===== src/rtl/ov5640_init_seq_if.sv =====
// Handshake bundle between the OV5640 init sequencer (master) and its init ROM / SCCB write master (slave).
interface ov5640_init_seq_if #(
    parameter int DATA_WIDTH = 24,
    parameter int ADDR_WIDTH = 8
);
    logic [ADDR_WIDTH-1:0] rom_addr;
    logic [DATA_WIDTH-1:0] rom_q;
    logic                  sccb_req;
    logic [15:0]           sccb_reg;
    logic [7:0]            sccb_dat;
    logic                  sccb_done;
    logic                  sccb_nack;

    modport master (
        output rom_addr, sccb_req, sccb_reg, sccb_dat,
        input  rom_q, sccb_done, sccb_nack
    );

    modport slave (
        input  rom_addr, sccb_req, sccb_reg, sccb_dat,
        output rom_q, sccb_done, sccb_nack
    );
endinterface


===== src/rtl/ov5640_init_seq.sv =====
// OV5640 power-up register sequencer: walks the init ROM and issues one SCCB write per entry.
// Optional macro OV5640_INIT_RETRY_EN re-issues a NACKed write up to RETRY_MAX extra times.
module ov5640_init_seq #(
    parameter int          DATA_WIDTH   = 24,
    parameter int          ADDR_WIDTH   = 8,
    parameter int          INIT_REG_NUM = 86,
    parameter logic [23:0] POWERUP_DLY  = 24'd480000,
    parameter logic [23:0] SOFT_RST_DLY = 24'd24000,
    parameter int          RETRY_MAX    = 2
) (
    input  logic                  clk,
    input  logic                  rst_n,
    input  logic                  start,
    ov5640_init_seq_if.master     bus,
    output logic                  busy,
    output logic                  init_done,
    output logic                  init_err,
    output logic [ADDR_WIDTH-1:0] err_idx
);

    typedef enum logic [3:0] {
        IDLE, PWR_WAIT, FETCH, LATCH, WRITE, RST_WAIT, NEXT, DONE, ERR
    } state_t;

    // A zero delay still costs one wait cycle, so the terminal count never underflows.
    localparam logic [23:0] PWR_LAST  = (POWERUP_DLY  == 24'd0) ? 24'd0 : POWERUP_DLY  - 24'd1;
    localparam logic [23:0] SRST_LAST = (SOFT_RST_DLY == 24'd0) ? 24'd0 : SOFT_RST_DLY - 24'd1;
    localparam logic [ADDR_WIDTH-1:0] LAST_IDX = ADDR_WIDTH'(INIT_REG_NUM - 1);

    state_t                state, state_nxt;
    logic [ADDR_WIDTH-1:0] idx;
    logic [23:0]           cnt;
    logic                  cnt_hit;
    logic                  is_soft_rst;
    logic                  retry_exh;

    assign cnt_hit     = (state == PWR_WAIT) ? (cnt == PWR_LAST) : (cnt == SRST_LAST);
    assign is_soft_rst = (bus.sccb_reg == 16'h3008) && bus.sccb_dat[7];

`ifdef OV5640_INIT_RETRY_EN
    localparam int RW = (RETRY_MAX < 1) ? 1 : $clog2(RETRY_MAX + 1);
    localparam logic [RW-1:0] RETRY_LAST = RW'(RETRY_MAX);
    logic [RW-1:0] retry_cnt;
    assign retry_exh = (retry_cnt == RETRY_LAST);
`else
    assign retry_exh = 1'b1;
`endif

    always_ff @(posedge clk or negedge rst_n) begin
        if (!rst_n) state <= IDLE;
        else        state <= state_nxt;
    end

    always_comb begin
        state_nxt = state;
        case (state)
            IDLE, DONE, ERR: if (start) state_nxt = PWR_WAIT;
            PWR_WAIT:        if (cnt_hit) state_nxt = FETCH;
            FETCH:           state_nxt = LATCH;
            LATCH:           state_nxt = WRITE;
            WRITE: begin
                if (bus.sccb_done) begin
                    if (bus.sccb_nack)    state_nxt = retry_exh ? ERR : LATCH;
                    else if (is_soft_rst) state_nxt = RST_WAIT;
                    else                  state_nxt = NEXT;
                end
            end
            RST_WAIT:        if (cnt_hit) state_nxt = NEXT;
            NEXT:            state_nxt = (idx == LAST_IDX) ? DONE : FETCH;
            default:         state_nxt = IDLE;
        endcase
    end

    always_comb begin
        bus.sccb_req = (state == WRITE);
        busy         = !((state == IDLE) || (state == DONE) || (state == ERR));
        init_done    = (state == DONE);
        init_err     = (state == ERR);
    end

    // Index, delay counter, ROM address and the write payload latched for the SCCB master.
    always_ff @(posedge clk or negedge rst_n) begin
        if (!rst_n) begin
            idx          <= '0;
            cnt          <= '0;
            err_idx      <= '0;
            bus.rom_addr <= '0;
            bus.sccb_reg <= '0;
            bus.sccb_dat <= '0;
`ifdef OV5640_INIT_RETRY_EN
            retry_cnt    <= '0;
`endif
        end else begin
            case (state)
                IDLE, DONE, ERR: begin
                    if (start) begin
                        idx     <= '0;
                        cnt     <= '0;
                        err_idx <= '0;
                    end
                end
                PWR_WAIT, RST_WAIT: cnt <= cnt_hit ? 24'd0 : cnt + 24'd1;
                FETCH: begin
                    bus.rom_addr <= idx;
`ifdef OV5640_INIT_RETRY_EN
                    retry_cnt    <= '0;
`endif
                end
                LATCH: begin
                    bus.sccb_reg <= bus.rom_q[DATA_WIDTH-1 -: 16];
                    bus.sccb_dat <= bus.rom_q[7:0];
                end
                WRITE: begin
                    if (bus.sccb_done && bus.sccb_nack) begin
                        if (retry_exh) err_idx <= idx;
`ifdef OV5640_INIT_RETRY_EN
                        else           retry_cnt <= retry_cnt + 1'b1;
`endif
                    end
                end
                NEXT: if (idx != LAST_IDX) idx <= idx + 1'b1;
                default: ;
            endcase
        end
    end

endmodule


===== src/flat_wrapper.sv =====
// flat-port wrapper written by rule: the top's interface ports become plain ports
module ov5640_init_seq_flat 
#(
    parameter int          DATA_WIDTH   = 24,
    parameter int          ADDR_WIDTH   = 8,
    parameter int          INIT_REG_NUM = 86,
    parameter logic [23:0] POWERUP_DLY  = 24'd480000,
    parameter logic [23:0] SOFT_RST_DLY = 24'd24000,
    parameter int          RETRY_MAX    = 2
)
  (clk, rst_n, start, busy, init_done, init_err, err_idx, bus_rom_addr, bus_sccb_req, bus_sccb_reg, bus_sccb_dat, bus_rom_q, bus_sccb_done, bus_sccb_nack);
  ov5640_init_seq_if #(.DATA_WIDTH(DATA_WIDTH), .ADDR_WIDTH(ADDR_WIDTH)) bus_i ();
  input  logic clk;
  input  logic rst_n;
  input  logic start;
  output logic busy;
  output logic init_done;
  output logic init_err;
  output logic [ADDR_WIDTH-1:0] err_idx;
  output wire logic [$bits(bus_i.rom_addr)-1:0] bus_rom_addr;
  output wire logic [$bits(bus_i.sccb_req)-1:0] bus_sccb_req;
  output wire logic [$bits(bus_i.sccb_reg)-1:0] bus_sccb_reg;
  output wire logic [$bits(bus_i.sccb_dat)-1:0] bus_sccb_dat;
  input wire logic [$bits(bus_i.rom_q)-1:0] bus_rom_q;
  input wire logic [$bits(bus_i.sccb_done)-1:0] bus_sccb_done;
  input wire logic [$bits(bus_i.sccb_nack)-1:0] bus_sccb_nack;
  assign bus_rom_addr = bus_i.rom_addr;
  assign bus_sccb_req = bus_i.sccb_req;
  assign bus_sccb_reg = bus_i.sccb_reg;
  assign bus_sccb_dat = bus_i.sccb_dat;
  assign bus_i.rom_q = bus_rom_q;
  assign bus_i.sccb_done = bus_sccb_done;
  assign bus_i.sccb_nack = bus_sccb_nack;
  ov5640_init_seq #(.DATA_WIDTH(DATA_WIDTH), .ADDR_WIDTH(ADDR_WIDTH), .INIT_REG_NUM(INIT_REG_NUM), .POWERUP_DLY(POWERUP_DLY), .SOFT_RST_DLY(SOFT_RST_DLY), .RETRY_MAX(RETRY_MAX)) u_core (.clk(clk), .rst_n(rst_n), .start(start), .bus(bus_i), .busy(busy), .init_done(init_done), .init_err(init_err), .err_idx(err_idx));
endmodule

===== config.mk =====
export PLATFORM = sky130hd
export DESIGN_NAME = ov5640_init_seq_flat
export DESIGN_NICKNAME = d
export VERILOG_FILES = /design/src/rtl/ov5640_init_seq_if.sv /design/src/rtl/ov5640_init_seq.sv /design/src/flat_wrapper.sv
export SDC_FILE = /design/constraint.sdc
export NUM_CORES = 1
export LEC_CHECK = 0
export ABC_AREA = 0
export CORE_MARGIN = 8
export CORE_UTILIZATION = 40
export DETAILED_ROUTE_END_ITERATION = 10
export PLACE_DENSITY = 0.61
export SYNTH_ARGS = -nofsm -noshare
export SYNTH_HDL_FRONTEND = slang
export SYNTH_SLANG_ARGS = --single-unit

===== constraint.sdc =====
create_clock -name clk -period 6.2 [get_ports clk]
set_input_delay 1.24 -clock clk [delete_from_list [all_inputs] [get_ports clk]]
set_output_delay 1.24 -clock clk [all_outputs]
set_load 0.02 [all_outputs]

; ---- Word level (Yosys, flattened, before mapping)
; Cells that the tools add are included.
[word_totals]
ff_bits = 76
inputBits = 29
output_inout_bits = 44
wordCells = 60
[op_classes]
addsub = 2
eq_ne = 19
muxes = 17
reduce_logical = 15
[ops]
columns = operator, count
row1 = 24-bit 2-to-1 mux, 2
row2 = 24-bit one-hot mux with 2 select lines, 1
row3 = 8-bit one-hot mux with 2 select lines, 2
row4 = 4-bit one-hot mux with 7 select lines, 1
row5 = 24-bit by 1-bit adder with 24-bit output (second input constant), 1
row6 = 24-bit by 15-bit == test with 1-bit output (second input constant), 1
row7 = 24-bit by 19-bit == test with 1-bit output (second input constant), 1
row8 = 8-bit 2-to-1 mux, 3
row9 = 4-bit 2-to-1 mux, 5
row10 = 16-bit by 14-bit == test with 1-bit output (second input constant), 1
row11 = 4-bit by 3-bit == test with 1-bit output (second input constant), 4
row12 = 2-bit by 1-bit != test with 1-bit output (second input constant), 5
row13 = 8-bit by 1-bit adder with 8-bit output (second input constant), 1
row14 = 4-bit by 2-bit == test with 1-bit output (second input constant), 2
row15 = 8-bit by 7-bit == test with 1-bit output (second input constant), 1
row16 = 8-bit by 7-bit != test with 1-bit output (second input constant), 1
row17 = 3-bit AND reduction, 2
row18 = 2-bit nonzero test, 3
row19 = 4-bit by 1-bit == test with 1-bit output (second input constant), 1
row20 = 4-bit == test (second input constant), 1
row21 = 4-bit logical NOT, 1
row22 = 4-bit AND reduction, 1
row23 = 3-bit 2-to-1 mux, 1
row24 = 3-bit OR reduction, 1
row25 = other kinds (8), 10

; ---- Longest topological paths before layout
[logic_depth]
ltp_word = 6
ltp_mapped = 8
ltp_nobuf = 7

; ---- Least setup slack after synthesis
; OpenSTA, ideal clock, no wires.
[synth_timing]
path_kind = register to output
startpoint = register u_core.state[2]
endpoint = output port bus_sccb_req
t_arrival_ns = 1.431
t_required_ns = 4.960
path_slack_ns = 3.529
path_stages_with_launch = 4
path_buffers = 2
path_cell_list = dfrtp_1 -> clkbuf_1 -> nor4b_1 -> clkbuf_1
[synth_via]
elab_chain_len = 1
[synth_lines]
columns = item, line
row1 = from (decl), ov5640_init_seq.sv:30  ; state_t state, state_nxt;
row2 = from (signal assigned), ov5640_init_seq.sv:51  ; else state <= state_nxt;
row3 = 4-bit by 3-bit == test with 1-bit output, ov5640_init_seq.sv:75  ; bus.sccb_req = (state == WRITE);
row4 = to (decl), flat_wrapper.sv:21  ; output wire logic [$bits(bus_i.sccb_req)-1:0] bus_sccb_req;
; No other way between the ends.

; ---- Worst setup path in the final report
[layout_timing]
startpoint = register u_core.state[1]
endpoint = output port init_err
[layout_via]
elab_chain_len = 1
[layout_lines]
columns = item, line
row1 = 4-bit == test, ov5640_init_seq.sv:78  ; init_err = (state == ERR);
row2 = to (decl), flat_wrapper.sv:18  ; output logic init_err;
; No other way between the ends.

==> out/metrics.cfg <==
[sta]
min_period_over_period=0.533
finalSetupTns_ns=0
rsz0062_at_grt=false
final_max_slew_viol_count=0
finalSetupViolations=0
fmax_mhz=303
finClkSkew_ns=0.0176
final_hold_viol_count=0
fin_ws_ns=2.90
relSlewSlack=0.285
worstMarginPinSlew_ns=1.06
layout_min_cycle_time_ns=3.30

[die]
die_w_um=111
die_area_um2=12400
pin_count=73
start_util=0.414
row_count=34
fp.dieH_um=111
coreArea_um2=8760

[clock_network]
clock-sinks=76
post_cts_buffers=0
post_cts_resized=0
cts_tree=built
clk_pin_slew_ns=0.09
clk_path_buf_depth=2
h-tree-depth=3
cts_hold_buf=0
insertion_delay_ns=0.34
clock-root-buffer=clkbuf_8
cts_buffers=9

[route]
ant_nets=0
drc=0
wl_per_cell_um=15.9
via_per_inst=5.32
num_vias=2778
wl_um=8290
firstDrtPassIters=4
first_iter_violations=128

[synth]
synth_top_family_by_area=simple AND/OR/NAND/NOR gates
synth_area_leaders=dfrtp_1, mux2_2, nand4_1, xor2_1, nand2_1
synth_ff_type=dfrtp_1
ys_seq_elements=76
synthMuxAreaShare=0.102
synth_nets=372
synth_fa_ha_area_frac=0.0103
synth_xor_area_frac=0.0483
yosysUniqueCellTypes=46
ys_async_sr_fraction=1.00
netlist_area_um2=3630
synth_cells=340
synth_edf_count=0
avgSynthCellArea_um2=10.7
synth_largest_area_cell=dfrtp_1
synth_top_area_share=0.524
ys_seq_area_frac=0.524
synthSimpleGateAreaFrac=0.212
yosysWarningCount=0
synth_compound_area_frac=0.0769

[hold_path]
hold_path_class=flip-flop to flip-flop
min-delay-start=u_core.err_idx[2]

[placed_design]
dp.cells=507
io_buffers=72
post_dp_cell_area_um2=4440
pre_cts_slack_ns=2.95
dp_hpwl_um=5880
gp_congestion=0.762

[power]
p_leak_uw=0.00193
peakVddDrop_mv=0.251
power_density_nw_per_um2=408

[global_routing]
grtUsageTotal=0.136
antenna_found_initial=0
grt_max_degree=77
gr-total-overflow=0
grt_pass1_vias=2858
grt_pass1_wl_um=14300

[layout]
largest_register_ffs=24
insertedDiodeCount=0
n_fill_cell=779
final_common_cell=dfrtp_1
fin_area_um2=4660
fin_cells=522
drive_above_1_share=0.140
fin_nets=442
area_growth_pct=28.6
layout_common_cells=dfrtp_1, clkdlybuf4s50_1, mux2_2
post-route-util=0.532

[setup_path]
worstPathMaxFanout=12
worstSetupEndpointType=primary output
crit_required_ns=4.96
path_class=flip-flop to primary output
cp-startpoint=u_core.state[1]
worstPathArrival_ns=2.06
start_kind=flip-flop
rr_startpoint=u_core.state[2]

[flow_run]
max_cap_viol_count=0

[status]
outcome=completed

per-stage QoR:
step	total power, µW	hold WS (ns)
after CTS	1930	0.492
after floorplan	1170	0.485
after detailed placement	1500	0.472
after global routing	2030	0.521
after global placement	1490	0.464
final	1900	0.482
routing by layer:
metal / wire length (µm) / track usage / vias up / part of all wire
li1: - / - / 1368 / -
met1: 4030 / 0.182 / 1332 / 0.49
met2: 3540 / 0.192 / 69 / 0.43
met3: 636 / 0.0519 / 9 / 0.077
met4: 91 / 0.0480 / 0 / 0.011
met5: 0 / 0 / - / 0
critical path, stage by stage, from the launching register on:
cell,delay (ns)
dfrtp_1,0.51
nor3_1,0.41
and2_1,0.21
clkdlybuf4s50_1,0.61
cell type report:
type,instances,area (µm²),share of cell area
inverter,6,22.5,0.00483
clock inverter,4,72.6,0.0156
multi-input combinational,242,1640,0.351
clock buffer,11,151,0.0325
timing repair buffer,75,741,0.159
sequential,76,1900,0.408
tap,108,135,0.0290
power breakdown:
group	switching [µW]	leakage, µW	internal, µW	total, µW
clock	176	0.000111	246	422
combinational	402	0.000822	364	767
sequential	99.7	0.000998	616	715
total	678	0.00193	1230	1900
cells in the mapped netlist, drive strengths merged (3+ instances only):
cell / instances
xor2: 15
or3: 4
a21o: 3
o21ai: 18
o31ai: 3
and3: 9
dfrtp: 76
xnor2: 5
nor4: 6
nand2: 30
ha: 3
a21oi: 7
nor2: 29
nand3: 11
clkbuf: 11
nand4: 22
buf: 5
nand2b: 3
inv: 6
nor3: 8
nor4b: 6
a21boi: 3
mux2: 32
kinds of logic (layout without fill, tap and decap cells):
group           count (synthesis)  in the layout
fa+ha+maj                       3              3
buf+inv                        22             96
simple gates                  142            142
compound gates                 44             44
flops                          76             76
xor+xnor                       20             20
mux                            33             33
final timing paths:
kind,end,slack (ns),cells after the start
max,init_err,2.90,3
min,u_core.err_idx[2],0.48,2
max reg2reg,u_core.idx[1],3.88,5
min reg2reg,u_core.err_idx[2],0.48,2
max in group asynchronous,u_core.cnt[11],4.54,1
min in group asynchronous,u_core.err_idx[1],1.03,1
No activity file was read; power rests on OpenSTA's default activity.
